===== src/rtl/vip_window_ctrl_if.sv =====
// Video timing stream into the window controller and the window strobe/position coming back out.
interface vip_window_ctrl_if;
    logic       per_frame_vsync;
    logic       per_frame_href;
    logic       per_frame_clken;
    logic       shift_clken;
    logic       win_valid;
    logic [9:0] win_col;
    logic [9:0] win_row;

    modport master (
        output per_frame_vsync, per_frame_href, per_frame_clken,
        input  shift_clken, win_valid, win_col, win_row
    );

    modport slave (
        input  per_frame_vsync, per_frame_href, per_frame_clken,
        output shift_clken, win_valid, win_col, win_row
    );
endinterface


===== src/rtl/vip_window_ctrl.sv =====
// Frame sequencer for a 3x3 window generator: gates the line-buffer shift, tracks pixel
// position, flags malformed lines/frames and reports window centres with the generator latency.
module vip_window_ctrl #(
    parameter logic [9:0] IMG_HDISP = 10'd480,
    parameter logic [9:0] IMG_VDISP = 10'd272
) (
    input  logic               clk,
    input  logic               rstn,
    input  logic               enable,
    vip_window_ctrl_if.slave   vid,
    output logic               frame_done,
    output logic               line_err,
    output logic               frame_err,
    output logic               busy
);

    typedef enum logic [1:0] {IDLE, ARMED, FRAME, DONE} state_t;

    state_t     state;
    state_t     state_nxt;
    logic       vsync_r;
    logic       href_r;
    logic       vsync_rise;
    logic       vsync_fall;
    logic       href_fall;
    logic       frame_start;
    logic       frame_end;
    logic [9:0] col;
    logic [9:0] row;
    logic [9:0] row_final;
    logic       qual;

    logic       vld_p0;
    logic [9:0] col_p0;
    logic [9:0] row_p0;
    logic       vld_p1;
    logic [9:0] col_p1;
    logic [9:0] row_p1;

    function automatic logic [9:0] sat_inc(input logic [9:0] v);
        return (v == 10'h3FF) ? v : v + 10'd1;
    endfunction

    assign vsync_rise  = vid.per_frame_vsync & ~vsync_r;
    assign vsync_fall  = ~vid.per_frame_vsync & vsync_r;
    assign href_fall   = ~vid.per_frame_href & href_r;
    assign frame_start = (state == ARMED) && enable && vsync_rise;
    assign frame_end   = (state == FRAME) && vsync_fall;

    // A line closing in the same cycle as the frame still counts toward the frame length.
    assign row_final   = href_fall ? sat_inc(row) : row;

    assign vid.shift_clken = vid.per_frame_clken & vid.per_frame_href & (state == FRAME);
    assign frame_done      = (state == DONE);
    assign busy            = (state == ARMED) || (state == FRAME);

    always_ff @(posedge clk or negedge rstn) begin
        if (!rstn) begin
            state   <= IDLE;
            vsync_r <= 1'b0;
            href_r  <= 1'b0;
        end else begin
            state   <= state_nxt;
            vsync_r <= vid.per_frame_vsync;
            href_r  <= vid.per_frame_href;
        end
    end

    always_comb begin
        state_nxt = state;
        case (state)
            IDLE:    if (enable) state_nxt = ARMED;
            ARMED: begin
                if (!enable)         state_nxt = IDLE;
                else if (vsync_rise) state_nxt = FRAME;
            end
            FRAME:   if (vsync_fall) state_nxt = DONE;
            DONE:    state_nxt = IDLE;
            default: state_nxt = IDLE;
        endcase
    end

    always_ff @(posedge clk or negedge rstn) begin
        if (!rstn) begin
            col <= 10'd0;
            row <= 10'd0;
        end else if (frame_start) begin
            col <= 10'd0;
            row <= 10'd0;
        end else if (state == FRAME) begin
            if (href_fall) begin
                col <= 10'd0;
                row <= sat_inc(row);
            end else if (vid.shift_clken) begin
                col <= sat_inc(col);
            end
        end
    end

    always_ff @(posedge clk or negedge rstn) begin
        if (!rstn) begin
            line_err  <= 1'b0;
            frame_err <= 1'b0;
        end else if (frame_start) begin
            line_err  <= 1'b0;
            frame_err <= 1'b0;
        end else begin
            if ((state == FRAME) && href_fall && (col != IMG_HDISP)) line_err <= 1'b1;
            if (frame_end && (row_final != IMG_VDISP))               frame_err <= 1'b1;
        end
    end

    // Window centre lags the newest pixel by one row and one column.
    assign qual = vid.shift_clken && (row >= 10'd2) && (col >= 10'd2);

    // p0: capture qualifying pixel position
    always_ff @(posedge clk or negedge rstn) begin
        if (!rstn) begin
            vld_p0 <= 1'b0;
            col_p0 <= 10'd0;
            row_p0 <= 10'd0;
        end else begin
            vld_p0 <= qual;
            if (qual) begin
                col_p0 <= col - 10'd1;
                row_p0 <= row - 10'd1;
            end
        end
    end

    // p1: aligned with generator output; position holds between valid windows
    always_ff @(posedge clk or negedge rstn) begin
        if (!rstn) begin
            vld_p1 <= 1'b0;
            col_p1 <= 10'd0;
            row_p1 <= 10'd0;
        end else begin
            vld_p1 <= vld_p0;
            if (vld_p0) begin
                col_p1 <= col_p0;
                row_p1 <= row_p0;
            end
        end
    end

    assign vid.win_valid = vld_p1;
    assign vid.win_col   = col_p1;
    assign vid.win_row   = row_p1;

endmodule

===== src/flat_wrapper.sv =====
// flat-port wrapper written by rule: the top's interface ports become plain ports
module vip_window_ctrl_flat 
#(
    parameter logic [9:0] IMG_HDISP = 10'd480,
    parameter logic [9:0] IMG_VDISP = 10'd272
)
  (clk, rstn, enable, frame_done, line_err, frame_err, busy, vid_per_frame_vsync, vid_per_frame_href, vid_per_frame_clken, vid_shift_clken, vid_win_valid, vid_win_col, vid_win_row);
  vip_window_ctrl_if vid_i ();
  input  logic clk;
  input  logic rstn;
  input  logic enable;
  output logic frame_done;
  output logic line_err;
  output logic frame_err;
  output logic busy;
  input wire logic [$bits(vid_i.per_frame_vsync)-1:0] vid_per_frame_vsync;
  input wire logic [$bits(vid_i.per_frame_href)-1:0] vid_per_frame_href;
  input wire logic [$bits(vid_i.per_frame_clken)-1:0] vid_per_frame_clken;
  output wire logic [$bits(vid_i.shift_clken)-1:0] vid_shift_clken;
  output wire logic [$bits(vid_i.win_valid)-1:0] vid_win_valid;
  output wire logic [$bits(vid_i.win_col)-1:0] vid_win_col;
  output wire logic [$bits(vid_i.win_row)-1:0] vid_win_row;
  assign vid_i.per_frame_vsync = vid_per_frame_vsync;
  assign vid_i.per_frame_href = vid_per_frame_href;
  assign vid_i.per_frame_clken = vid_per_frame_clken;
  assign vid_shift_clken = vid_i.shift_clken;
  assign vid_win_valid = vid_i.win_valid;
  assign vid_win_col = vid_i.win_col;
  assign vid_win_row = vid_i.win_row;
  vip_window_ctrl #(.IMG_HDISP(IMG_HDISP), .IMG_VDISP(IMG_VDISP)) u_core (.clk(clk), .rstn(rstn), .enable(enable), .vid(vid_i), .frame_done(frame_done), .line_err(line_err), .frame_err(frame_err), .busy(busy));
endmodule

===== config.mk =====
export PLATFORM = sky130hd
export DESIGN_NAME = vip_window_ctrl_flat
export DESIGN_NICKNAME = d
export VERILOG_FILES = /design/src/rtl/vip_window_ctrl_if.sv /design/src/rtl/vip_window_ctrl.sv /design/src/flat_wrapper.sv
export SDC_FILE = /design/constraint.sdc
export NUM_CORES = 1
export LEC_CHECK = 0
export ABC_AREA = 1
export CAP_MARGIN = 0
export CORE_ASPECT_RATIO = 2
export CORE_MARGIN = 8
export CORE_UTILIZATION = 35
export DETAILED_ROUTE_END_ITERATION = 8
export PLACE_DENSITY = 0.64
export SLEW_MARGIN = 30
export SYNTH_ARGS = -nofsm -noshare
export SYNTH_HDL_FRONTEND = slang
export SYNTH_SLANG_ARGS = --single-unit

===== constraint.sdc =====
create_clock -name clk -period 2.07 [get_ports clk]
set_input_delay 0.414 -clock clk [delete_from_list [all_inputs] [get_ports clk]]
set_output_delay 0.414 -clock clk [all_outputs]
set_load 0.05 [all_outputs]

==> reports/qor.log, run 1 <==
qor: pwr.p_leak 2.05 nW
qor: critical_path.critical_path_class flop to primary output
qor: sta.finalHoldViolCount 0
qor: sta.number_of_max_slew_violations_in_the_final_report 0
qor: drt.first_iter_violations 235
qor: clocking.tritoncts_clock_tree built
qor: drt.wl_per_cell 12.6 um
qor: clocking.clock_transition_time_at_the_flip_flop_clock_pins_of_the_worst_setup_and_hold_paths 0.06 ns
qor: worst_hold_path.hp-class primary input to asynchronous set/reset pin
qor: clocking.cts_hold_buf 0
qor: drt.detail_route.vias_per_cell 4.82
qor: yosys.synth_largest_type_area_fraction 48.4%
qor: sta.fin_worst_hold_slack 0.0810 ns
qor: drt.drt_first_pass_iters 4
qor: pwr.total_power 6.23 mW
qor: sta.worst_slew_pin_slew 0.572 ns
qor: sta.max_freq 0.519 GHz
qor: grt.grt_pass1_vias 2688
qor: yosys.post_synth_main_area_contributors dfrtp_1, nand2_1, mux2_2
qor: grt.largest_net_degree_at_the_start_of_global_routing 36
qor: die.placeableCoreArea 0.00995 mm2
qor: critical_path.worstPathRequired 1.66 ns
qor: sta.final.period_utilization 93.2%
qor: job.max_cap_viol_count 0
qor: die.placementRows 52
qor: layout.layout.filler_cells 1001
qor: layout.final_design_area_no_fill 0.00432 mm2
qor: yosys.ys.flop_type dfrtp_1
qor: run_status.status finished clean
qor: grt.grt_pass1_wl 12600 um
qor: layout.areaGrowthSynthToFinish 22.9%
qor: die.die_extent_in_x 86.8 um
qor: yosys.postSynthRegisterBits 68
qor: layout.multi_input_logic_area 0.00159 mm2
qor: drt.totalWireLength 7260 um
qor: sta.relSlewSlack 61.9%
qor: place.placement.setup.worst_slack -0.0184 ns
qor: die.design.portCount 32
qor: yosys.syn-mean-instance-area 8.81 um2
qor: critical_path.timing.critical_path.fanout_max 4
qor: yosys.syn-cell-area 0.00351 mm2
qor: clocking.max-clock-path-buffers 2
qor: pwr.ir_drop 0.000688 V
qor: critical_path.cp_slowest_stage_delay 0.40 ns
qor: place.detailed_place.area 0.00400 mm2
qor: yosys.synth-seq-area-share 48.4%
qor: sta.clock_period_minus_final_worst_setup_slack 1.93 ns
qor: place.routability_congestion_estimate 0.828
qor: yosys.netlist-cell-type-count 37
qor: sta.setup_ws 0.141 ns
qor: clocking.cts_resized 0
qor: critical_path.worst_r2r_path_depth 8
qor: yosys.postSynthCellCount 399
qor: critical_path.critical-path-slowest-cell dfrtp_1
qor: place.numPortBuffers 31
qor: layout.final_core_util 43.4%
qor: critical_path.cpLargestDelayFamily buffers and inverters
qor: critical_path.rrSetupSlack 0.21 ns
qor: critical_path.critical_path.reg2reg.endpoint u_core.col[9]
qor: yosys.synth_top_area_cell dfrtp_1
qor: grt.grt_use_total 11.7%
qor: sta.fin_worst_skew 0.00906 ns
qor: die.die_h 158 um
qor: clocking.numCtsBuffers 9
qor: critical_path.cp.arrival 1.51 ns
qor: clocking.number_of_setup_buffers_added_after_cts 0
qor: critical_path.list_of_cells_traversed_by_the_critical_path inv_1 -> ha_2 -> nand3_1 -> inv_2 -> buf_12
qor: die.starting_density 35.3%
qor: yosys.synthesis.yosys.warnings 0
qor: pwr.pwr_density_cell 1440 mW/mm2
qor: critical_path.crit_reg_reg_startpoint u_core.col[1]
qor: yosys.ys_async_sr_fraction 100%
qor: grt.gr-total-overflow 0
qor: yosys.postSynthNetCount 416
qor: sta.setup-violations-final 0
qor: clocking.clk_root_buffer_cell clkbuf_16
qor: die.design.die.area 0.0137 mm2
qor: layout.fraction_of_layout_instances_using_a_drive_strength_above_1 13.4%
qor: layout.insertedDiodeCount 0
qor: critical_path.critPathLaunchType flop
qor: sta.grt_setup_unrepaired no
qor: clocking.h-tree-depth 3
qor: yosys.synth_edf_count 0
qor: critical_path.worst_setup_path_end_kind primary output
qor: layout.num-nets-final 454
qor: layout.layout.area.seq 0.00170 mm2
qor: drt.detail-route-antenna-nets 0
qor: drt.detailroute.via_count 2771
qor: place.place_hpwl 5320 um
qor: critical_path.worst-path-buf-inv 3
qor: grt.grt_antenna_before_repair 0
qor: drt.detail_route.drc_violations 0
qor: clocking.tritoncts_sinks 68
qor: clocking.clock_insertion_delay_worst_skew 0.33 ns
sequential cells by signal (all words and copies together), names as in the netlist, 10 cells and up, named ones only:
signal / flops
u_core.vid.win_row: 10
u_core.vid.win_col: 10
u_core.row: 10
u_core.row_p0: 10
u_core.col_p0: 10
u_core.col: 10
synthesized netlist by cell type (2+ instances only):
| cell type | count |
|---|---|
| nor3_1 | 5 |
| nor4_1 | 3 |
| nor2_2 | 3 |
| nand3_1 | 28 |
| o21a_1 | 2 |
| inv_2 | 2 |
| xnor2_1 | 3 |
| a21oi_2 | 2 |
| o21ai_0 | 29 |
| xor2_1 | 12 |
| inv_1 | 41 |
| ha_1 | 11 |
| clkbuf_1 | 2 |
| nor2_1 | 26 |
| o21ai_1 | 2 |
| nand2_1 | 91 |
| o22ai_1 | 4 |
| buf_4 | 2 |
| buf_2 | 7 |
| dfrtp_1 | 68 |
| mux2_2 | 19 |
| nand4_1 | 9 |
| a21oi_1 | 14 |
where the power goes:
part / internal, mW / switching [mW]
logic: 0.943 / 1.60
registers: 1.77 / 0.330
clock network: 1.07 / 0.509
total: 3.78 / 2.44
stage by stage:
| stage | TNS [ns] | instances |
|---|---|---|
| detailed placement | -0.0184 | 561 |
| finish | 0 | 575 |
| global route | 0 | 575 |
| global placement | 0 | 561 |
| CTS | 0 | 575 |
| floorplan | 0 | 399 |
final cells by class:
type                    count  area share, %
multi-input cells         276           36.9
flip-flops and latches     68           39.4
inverters                  43           3.74
clock inverters             2           1.39
well taps                 135           3.91
clock buffers              12           5.71
repair buffers             39           8.87
cell families after synthesis:
family / after synthesis / share of synthesized area (%)
AOI/OAI and AO/OA: 59 / 9.58
DFF: 68 / 48.4
adders and majority gates: 11 / 3.92
xor gates and xnor gates: 15 / 3.74
muxes: 19 / 6.09
and+or+nand+nor: 172 / 21.7
buffers and inverters: 55 / 6.55
layer usage:
| layer | part of all wire (%) | GRT usage, % | routed length [um] | vias up |
|---|---|---|---|---|
| met2 | 47 | 18.7 | 3380 | 70 |
| met1 | 46 | 14.2 | 3320 | 1298 |
| li1 | - | - | - | 1392 |
| met5 | 0 | 0 | 0 | - |
| met4 | 1.5 | 4.55 | 111 | 0 |
| met3 | 6.2 | 3.54 | 453 | 11 |
worst max path at each step:
| stage | start | cells past startpoint | end |
|---|---|---|---|
| 2_1_floorplan | u_core.state[0] | 9 | u_core.col[7] |
| 3_3_place_gp | vid_per_frame_href | 9 | u_core.col[7] |
| 3_5_place_dp | vid_per_frame_href | 9 | u_core.col[7] |
| 4_1_cts | u_core.state[0] | 5 | vid_shift_clken |
| 5_1_grt | u_core.state[0] | 5 | vid_shift_clken |
| 6_report | u_core.state[0] | 5 | vid_shift_clken |
placed cells by master (no fill, tap or decap), types with 2 or more instances in the layout:
| master | instances |
|---|---|
| a21oi_1 | 14 |
| a21oi_2 | 2 |
| buf_12 | 2 |
| buf_4 | 9 |
| bufinv_16 | 2 |
| clkbuf_1 | 2 |
| clkbuf_16 | 9 |
| clkdlybuf4s50_1 | 27 |
| dfrtp_1 | 67 |
| ha_1 | 10 |
| inv_1 | 40 |
| inv_2 | 3 |
| mux2_2 | 19 |
| nand2_1 | 91 |
| nand3_1 | 28 |
| nand4_1 | 9 |
| nor2_1 | 26 |
| nor2_4 | 2 |
| nor3_1 | 5 |
| nor4_1 | 3 |
| o21a_1 | 2 |
| o21ai_0 | 29 |
| o21ai_1 | 2 |
| o22ai_1 | 4 |
| xnor2_1 | 3 |
| xor2_1 | 12 |
worst register-to-register path, cell delays in order (launching register included):
cell,delay (ns)
dfrtp_1,0.44
ha_1,0.25
nand4_1,0.19
nor2_4,0.18
nand3_2,0.11
o21ai_4,0.17
nand2_4,0.15
a21oi_1,0.19
nor3b_2,0.06
Note: power is estimated with default switching activity, not from simulation.
==> inputs of run 2 (changes only) <==
Settings changed: CTS_BUF_LIST set to sky130_fd_sc_hd__clkbuf_16.
==> run 2 against run 1 <==
First-iteration DRC count rose by 2.1%. Worst setup slack improved by 0.013 ns. Clock skew barely moved. Non-clock buffer count did not move. Clock power fell by 3%. Critical path type unchanged. Clock-buffer cell count fell by 3. Maximum frequency rose by 0.66%. Cell area fell by 0.23%. Via count rose by 1.0%. Register-to-register slack barely moved. Die area did not move. Global-route usage fell by 0.097 points. Largest power group unchanged.
==> reports/qor.log, run 2 (synthesis gave the netlist of run 1 again) <==
qor: place.routability_congestion_estimate 0.828
qor: clocking.cts_hold_buf 0
qor: critical_path.worst_r2r_path_depth 8
qor: clocking.numCtsBuffers 9
qor: run_status.status finished clean
qor: clocking.clk_root_buffer_cell clkbuf_16
qor: place.numPortBuffers 31
qor: pwr.p_leak 2.05 nW
qor: clocking.max-clock-path-buffers 2
qor: drt.detailroute.via_count 2800
qor: die.die_h 158 um
qor: layout.layout_common_cells nand2_1, dfrtp_1, inv_1, o21ai_0, nand3_1
qor: grt.grt_pass1_vias 2687
qor: worst_hold_path.hp-class primary input to asynchronous set/reset pin
qor: clocking.tritoncts_clock_tree built
qor: job.max_cap_viol_count 0
qor: clocking.tritoncts_sinks 68
qor: critical_path.worst_setup_path_end_kind primary output
qor: die.design.portCount 32
qor: layout.areaGrowthSynthToFinish 22.6%
qor: sta.fin_worst_skew 0.00924 ns
qor: layout.final_common_cell nand2_1
qor: sta.number_of_max_slew_violations_in_the_final_report 0
qor: layout.final_core_util 43.3%
qor: sta.setup-violations-final 0
qor: die.placementRows 52
qor: grt.gr-total-overflow 0
qor: layout.insertedDiodeCount 0
qor: grt.grt_antenna_before_repair 0
qor: drt.detail-route-antenna-nets 0
qor: critical_path.crit_reg_reg_startpoint u_core.col[1]
qor: sta.worst_slew_pin_slew 0.569 ns
qor: critical_path.cp.arrival 1.50 ns
qor: clocking.clock_insertion_delay_worst_skew 0.33 ns
qor: critical_path.worstPathRequired 1.66 ns
qor: critical_path.critical_path_class flop to primary output
qor: die.placeableCoreArea 0.00995 mm2
qor: critical_path.rrSetupSlack 0.20 ns
qor: sta.tns 0 ns
qor: clocking.cts_resized 0
qor: critical_path.timing.critical_path.fanout_max 4
qor: grt.grt_pass1_wl 12600 um
qor: place.place_hpwl 5320 um
qor: sta.grt_setup_unrepaired no
qor: layout.layout.filler_cells 1004
qor: layout.fraction_of_layout_instances_using_a_drive_strength_above_1 13.2%
qor: sta.final.period_utilization 92.6%
qor: layout.num-nets-final 454
qor: critical_path.critPathLaunchType flop
qor: die.die_extent_in_x 86.8 um
qor: drt.totalWireLength 7250 um
qor: grt.grt_use_total 11.6%
qor: critical_path.critical_path.reg2reg.endpoint u_core.col[9]
qor: sta.finalHoldViolCount 0
qor: die.design.die.area 0.0137 mm2
qor: sta.clock_period_minus_final_worst_setup_slack 1.92 ns
qor: pwr.ir_drop 0.000686 V
qor: drt.detail_route.vias_per_cell 4.87
qor: sta.relSlewSlack 62.1%
qor: clocking.number_of_setup_buffers_added_after_cts 0
qor: drt.wl_per_cell 12.6 um
qor: drt.detail_route.drc_violations 0
qor: drt.drt_first_pass_iters 4
qor: pwr.pwr_density_cell 1430 mW/mm2
qor: drt.first_iter_violations 240
qor: sta.max_freq 0.522 GHz
qor: clocking.h-tree-depth 3
qor: grt.largest_net_degree_at_the_start_of_global_routing 36
qor: clocking.clock_transition_time_at_the_flip_flop_clock_pins_of_the_worst_setup_and_hold_paths 0.05 ns
qor: die.starting_density 35.3%
## run 2: area by class of cell
cell class / instances / area, um2 / share of cell area, %
flip-flops and latches: 68 / 1700 / 39.5
multi-input cells: 276 / 1590 / 37.0
repair buffers: 39 / 383 / 8.89
clock buffers: 9 / 225 / 5.23
well taps: 135 / 169 / 3.92
inverters: 43 / 161 / 3.75
clock inverters: 5 / 71.3 / 1.66
## run 2: metrics by stage
stage,power [mW],std cells,setup WS (ns),cell area [um2],hold WS [ns]
2_1_floorplan,3.94,399,0.212,3510,0.118
4_1_cts,6.24,575,0.0569,4290,0.0897
6_report,6.18,575,0.154,4310,0.0819
3_3_place_gp,4.65,561,0.0407,4000,0.447
5_1_grt,6.63,575,0.00212,4310,0.130
3_5_place_dp,4.68,561,-0.0184,4000,0.442
## run 2: worst max-delay path: stages (launching register included)
cell,delay [ns]
dfrtp_1,0.40
inv_1,0.13
ha_2,0.22
nand3_1,0.14
inv_2,0.14
buf_12,0.15
## run 2: power by group
| part | switching, mW | total, mW | internal [mW] |
|---|---|---|---|
| clock network | 0.505 | 1.53 | 1.03 |
| registers | 0.330 | 2.10 | 1.77 |
| logic | 1.60 | 2.55 | 0.943 |
| total | 2.44 | 6.18 | 3.74 |
## run 2: worst max-delay path by stage
stage,start,to,slack (ns),depth (start not counted)
finish,u_core.state[0],vid_shift_clken,0.15,5
global route,u_core.state[0],vid_shift_clken,0.002,5
CTS,u_core.state[0],vid_shift_clken,0.06,5
detailed placement,vid_per_frame_href,u_core.col[7],-0.02,9
global placement,vid_per_frame_href,u_core.col[7],0.04,9
floorplan,u_core.state[0],u_core.col[7],0.21,9
## run 2: layer usage
layer	global-route usage (%)	vias up	wire length (um)
met3	3.38	14	413
met2	18.7	65	3370
met5	0	-	0
met1	14.0	1326	3350
li1	-	1395	-
met4	4.55	0	124
==> variant 1, RTL diff (flow settings as in run 2) <==
Put one more register stage on the output `line_err`, cleared by the reset. The value now appears one clock later. The other outputs are not delayed to match.
--- a/src/rtl/vip_window_ctrl.sv
+++ b/src/rtl/vip_window_ctrl.sv
@@ -15,6 +15,8 @@
 );
 
     typedef enum logic [1:0] {IDLE, ARMED, FRAME, DONE} state_t;
+
+    logic line_err_s0;
 
     state_t     state;
     state_t     state_nxt;
@@ -99,13 +101,13 @@
 
     always_ff @(posedge clk or negedge rstn) begin
         if (!rstn) begin
-            line_err  <= 1'b0;
+            line_err_s0 <= 1'b0;
             frame_err <= 1'b0;
         end else if (frame_start) begin
-            line_err  <= 1'b0;
+            line_err_s0 <= 1'b0;
             frame_err <= 1'b0;
         end else begin
-            if ((state == FRAME) && href_fall && (col != IMG_HDISP)) line_err <= 1'b1;
+            if ((state == FRAME) && href_fall && (col != IMG_HDISP)) line_err_s0 <= 1'b1;
             if (frame_end && (row_final != IMG_VDISP))               frame_err <= 1'b1;
         end
     end
@@ -147,4 +149,12 @@
     assign vid.win_col   = col_p1;
     assign vid.win_row   = row_p1;
 
+    always_ff @(posedge clk or negedge rstn) begin
+        if (!rstn) begin
+            line_err <= '0;
+        end else begin
+            line_err <= line_err_s0;
+        end
+    end
+
 endmodule
Behaviour: not the same (Yosys sat finds a counterexample within 4 cycles, from zero or initial values and one cycle with rstn low).
==> variant 1 against run 2 <==
Worst setup slack got worse by 46 ps; clock skew down 3.3 ps; final area is 4.3% higher; largest power group unchanged; wire length is 3.5% higher; via count rose by 1.9%; synthesized cell count increased by 4.3%; synthesized area grew 4.6%; critical path type unchanged; hold slack gained 18 ps; combinational power down 22%; sequential share of layout area fell by 1.1 points; largest cell class unchanged; power down 11%; sequential power is 9% lower; sequential cell count grew 1.
==> variant 1: results (changes against run 2) <==
Yosys cell types=38 (+2.7%); synth top area cells=dfrtp_1 (47%), nand2_1 (8.8%), mux2_2 (5.8%), nand3_1 (3.8%), ha_1 (3.7%); M1 GR Usage=15.2% (+1.1 points); met2 WL=3.46 mm (+2.9%); Post CTS Setup Buffer Count=0 (unchanged); worst vdd ir=0.740 mV (+7.9%); vias per inst=4.79 (-1.6%); placed insts=579 (+3.2%); Total Wirelength=7.51 mm (+3.5%); Worst-Margin Slew=508 ps (-60.9 ps); slowest stage cell on the critical path=dfrtp_1; Reg clk slew, reported paths=about 60 ps; number of global-route vias before repair=2828 (+5.2%); DP Area=0.00418 mm² (+4.5%); NumNets Final=470 (+3.5%); Fin Clk Skew=5.97 ps (-3.27 ps); hpwl dp=5.33 mm (about the same); total track usage=11.5% (-0.088 points); Leak Pwr=2.13 nW (+4.2%); DR iter-0 viols=133 (-45%); Hold Path Class=in2async; met3 GRT Util=1.79% (-1.6 points); Worst Path Arrival=1550 ps (+50 ps); share of post-route cells with drive strength above 1=16.6% (+3.4 points); M1 WL=3.48 mm (+4.1%); PostCTS Resize Cnt=1 (+1); H-tree Lvls=3 (unchanged); highest metal used=met4; IO buf count=31 (unchanged); result of the run=finished clean; global-route wire length before repair=13.2 mm (+4.7%); final RePlAce weighted congestion=0.830 (+0.22%); largest net degree at the start of global routing=70 (+94%); FF-to-FF path depth=10 (+2); sequential share of the synthesized area=47.0% (-1.5 points); worst slack at placement=-59.8 ps (-41.4 ps); Synth top cells by count=nand2_1 (86), dfrtp_1 (69), inv_1 (36); WL per Instance=12.6 µm (about the same); average size of a mapped cell=8.84 µm² (+0.35%); Synth async-reset ratio=100% (unchanged); metal3 WL=410 µm (-0.73%); Post-Synthesis Net Count=433 (+4.1%); GRT met2 Usage=16.9% (-1.8 points)
-- variant 1: changes by cell type after synthesis, sizes merged, moves of 2 or more --
cell    before  now
o22ai        4    7
clkbuf       2    6
buf         10   15
nand4        9   12
o21a         2    0
nor2        29   37
a21oi       16    4
inv         43   39
nand2       93   91
nor3         6    9
a31oi        1    6
or2          1    3
-- variant 1: kinds of logic after synthesis --
logic type	after synthesis	share of synthesized area [%]
simple gates	187	23.8
flops	69	47.0
buf+inv	60	7.45
compound gates	54	8.44
mux	19	5.82
xor+xnor	16	3.81
fa+ha+maj	11	3.74
-- variant 1: final timing paths --
kind / slack [ps] / endpoint / startpoint
max: 110 / vid_shift_clken / u_core.state[0]
min: 100 / u_core.row[3] / rstn
max reg2reg: 230 / u_core.frame_err / u_core.row[0]
min reg2reg: 380 / u_core.line_err / u_core.line_err_s0
max in group asynchronous: 1680 / u_core.col[1] / rstn
min in group clk: 380 / u_core.line_err / u_core.line_err_s0
-- variant 1: power by group --
group          switching (mW)  internal (mW)  total, mW
logic                    1.23          0.753       1.99
registers               0.275           1.64       1.92
clock network           0.537           1.04       1.57
-- variant 1: area by class of cell --
| cell class | count | area (µm²) |
|---|---|---|
| Fill cell | 1043 | 5850 |
| Sequential cell | 69 | 1730 |
| Multi-Input combinational cell | 287 | 1680 |
| Timing Repair Buffer | 47 | 455 |
| Clock buffer | 9 | 225 |
| Tap cell | 137 | 171 |
| Inverter | 39 | 146 |
| Clock inverter | 7 | 82.6 |
-- variant 1: through the flow --
stage                     setup TNS [ps]  hold slack [ps]
after floorplan                        0              118
after global placement             -10.9              378
after CTS                              0              114
after detailed placement           -59.8              368
final                                  0              100
after global routing                   0              144
==> variant 2, RTL diff (settings of run 2) <==
Made on the original files. `IMG_VDISP` is set to 10'd272 in 2 places; all go to 10'd136.
--- a/src/rtl/vip_window_ctrl.sv
+++ b/src/rtl/vip_window_ctrl.sv
@@ -2,7 +2,7 @@
 // position, flags malformed lines/frames and reports window centres with the generator latency.
 module vip_window_ctrl #(
     parameter logic [9:0] IMG_HDISP = 10'd480,
-    parameter logic [9:0] IMG_VDISP = 10'd272
+    parameter logic [9:0] IMG_VDISP = 10'd136
 ) (
     input  logic               clk,
     input  logic               rstn,
--- a/src/flat_wrapper.sv
+++ b/src/flat_wrapper.sv
@@ -2,7 +2,7 @@
 module vip_window_ctrl_flat 
 #(
     parameter logic [9:0] IMG_HDISP = 10'd480,
-    parameter logic [9:0] IMG_VDISP = 10'd272
+    parameter logic [9:0] IMG_VDISP = 10'd136
 )
   (clk, rstn, enable, frame_done, line_err, frame_err, busy, vid_per_frame_vsync, vid_per_frame_href, vid_per_frame_clken, vid_shift_clken, vid_win_valid, vid_win_col, vid_win_row);
   vip_window_ctrl_if vid_i ();
Function: no difference found for any inputs over 10 cycles, from zero or initial values and one cycle with rstn low; that may be too few to reach the edited logic, so the function may still have changed.
==> variant 2 against run 2 <==
Maximum frequency is 1.8% lower; power grew 9.6%; clock power rose by 3%; hold slack lost 7.5 ps; largest power group unchanged; synthesized area increased by 0.85%; sequential cell count stayed put; count of clock-buffer cells in the layout stayed put; sequential power grew 5%; worst setup slack got worse by 34 ps; highest routed layer unchanged; via count grew 0.46%; final area grew 3.1%; critical path depth stayed put; wire length rose by 8.5%.
==> variant 2: results (changes against run 2) <==
root buf cell=clkbuf_16; TritonCTS buffer count=9 (unchanged); Reg power frac=32.6% (-1.4 points); Reg clk slew, reported paths=~60 ps; worst slack at placement=-18.1 ps (+0.298 ps); Hold Path Class=in2async; minimum clock period=1950 ps (+34.1 ps); mux contribution to synthesized area=6.36% (+0.27 points); R2R Path Start=u_core.col[0]; Main synth FF type=dfrtp_1; critical path startpoint=u_core.state[0]; CTS max path bufs=2 (unchanged); PostCTS Resize Cnt=0 (unchanged); number of global-route vias before repair=2949 (+9.8%); Psw=2.76 mW (+13%); hpwl dp=5.81 mm (+9.1%); worst vdd ir=0.858 mV (+25%); Worst-Margin Slew=511 ps (-58.0 ps); Leak Pwr=2.12 nW (+3.5%); Synth Area in Adders=3.88% (-0.033 points); fin cells=578 (+0.52%); Post-Syn Instances=391 (-2.0%); final RePlAce weighted congestion=0.889 (+7.4%); XOR/XNOR Fraction of Synth Area=3.95% (+0.22 points); Clk Latency, worst-skew pair=330 ps (about the same); sequential share of the synthesized area=48.0% (-0.41 points); DP Area=0.00413 mm² (+3.4%); slowest stage cell on the critical path=dfrtp_1; Fin Clk Skew=5.78 ps (-3.46 ps); total power=6.77 mW (+9.6%); Max-cap violations=0 (unchanged); post-synthesis compound-gate area fraction=10.2% (+0.63 points); Pre-Repair DR Iteration Count=4 (unchanged); Post-Synthesis Net Count=408 (-1.9%); synth top area cells=dfrtp_1 (48%), nand2_1 (7.7%), mux2_2 (6.4%), inv_1 (4.7%), nand3_1 (4.0%); initial antenna violation count=0 (unchanged); largest net degree at the start of global routing=69 (+92%); placed insts=563 (+0.36%); Gate power share=44.1% (+2.9 points); IO buf count=31 (unchanged); Worst Path Arrival=1540 ps (+40 ps); total track usage=12.6% (+1.0 points); vias per inst=4.87 (about the same); global-route wire length before repair=13.4 mm (+6.8%); R2R Path End=u_core.col[1]; Yosys cell types=39 (+5.4%); Crit path max-delay family=buffers and inverters; r2r setup slk=180 ps (-20 ps); Synth warnings=0 (unchanged); share of post-route cells with drive strength above 1=16.9% (+3.7 points); result of the run=finished clean; Synth async-reset ratio=100% (unchanged); FF-to-FF path depth=9 (+1); Synth top cells by count=nand2_1 (73), dfrtp_1 (68), inv_1 (44); Total Wirelength=7.87 mm (+8.5%); NumNets Final=456 (+0.44%); DR iter-0 viols=139 (-42%)
-- variant 2: how the worst min path moves through the flow --
stage               from                    endpoint  slack (ps)  depth (start not counted)
finish              rstn               u_core.row[0]          70                          2
CTS                 rstn               u_core.row[0]         110                          2
floorplan           rstn  asynchronous set/reset pin         120                          0
global placement    rstn               u_core.row[0]         460                          2
global route        rstn               u_core.row[1]         130                          2
detailed placement  rstn               u_core.row[0]         460                          2
-- variant 2: final cells by class --
class	instances	area, µm²
Clock buffer	9	225
Clock inverter	6	81.3
Fill cell	986	5580
Inverter	48	180
Multi-Input combinational cell	262	1590
Sequential cell	68	1700
Tap cell	135	169
Timing Repair Buffer	50	490
-- variant 2: layer usage --
| layer | wire length (µm) | track usage [%] |
|---|---|---|
| met5 | 0 | 0 |
| met4 | 290 | 8.26 |
| met3 | 328 | 2.79 |
| met2 | 4170 | 22.6 |
| met1 | 3080 | 12.6 |
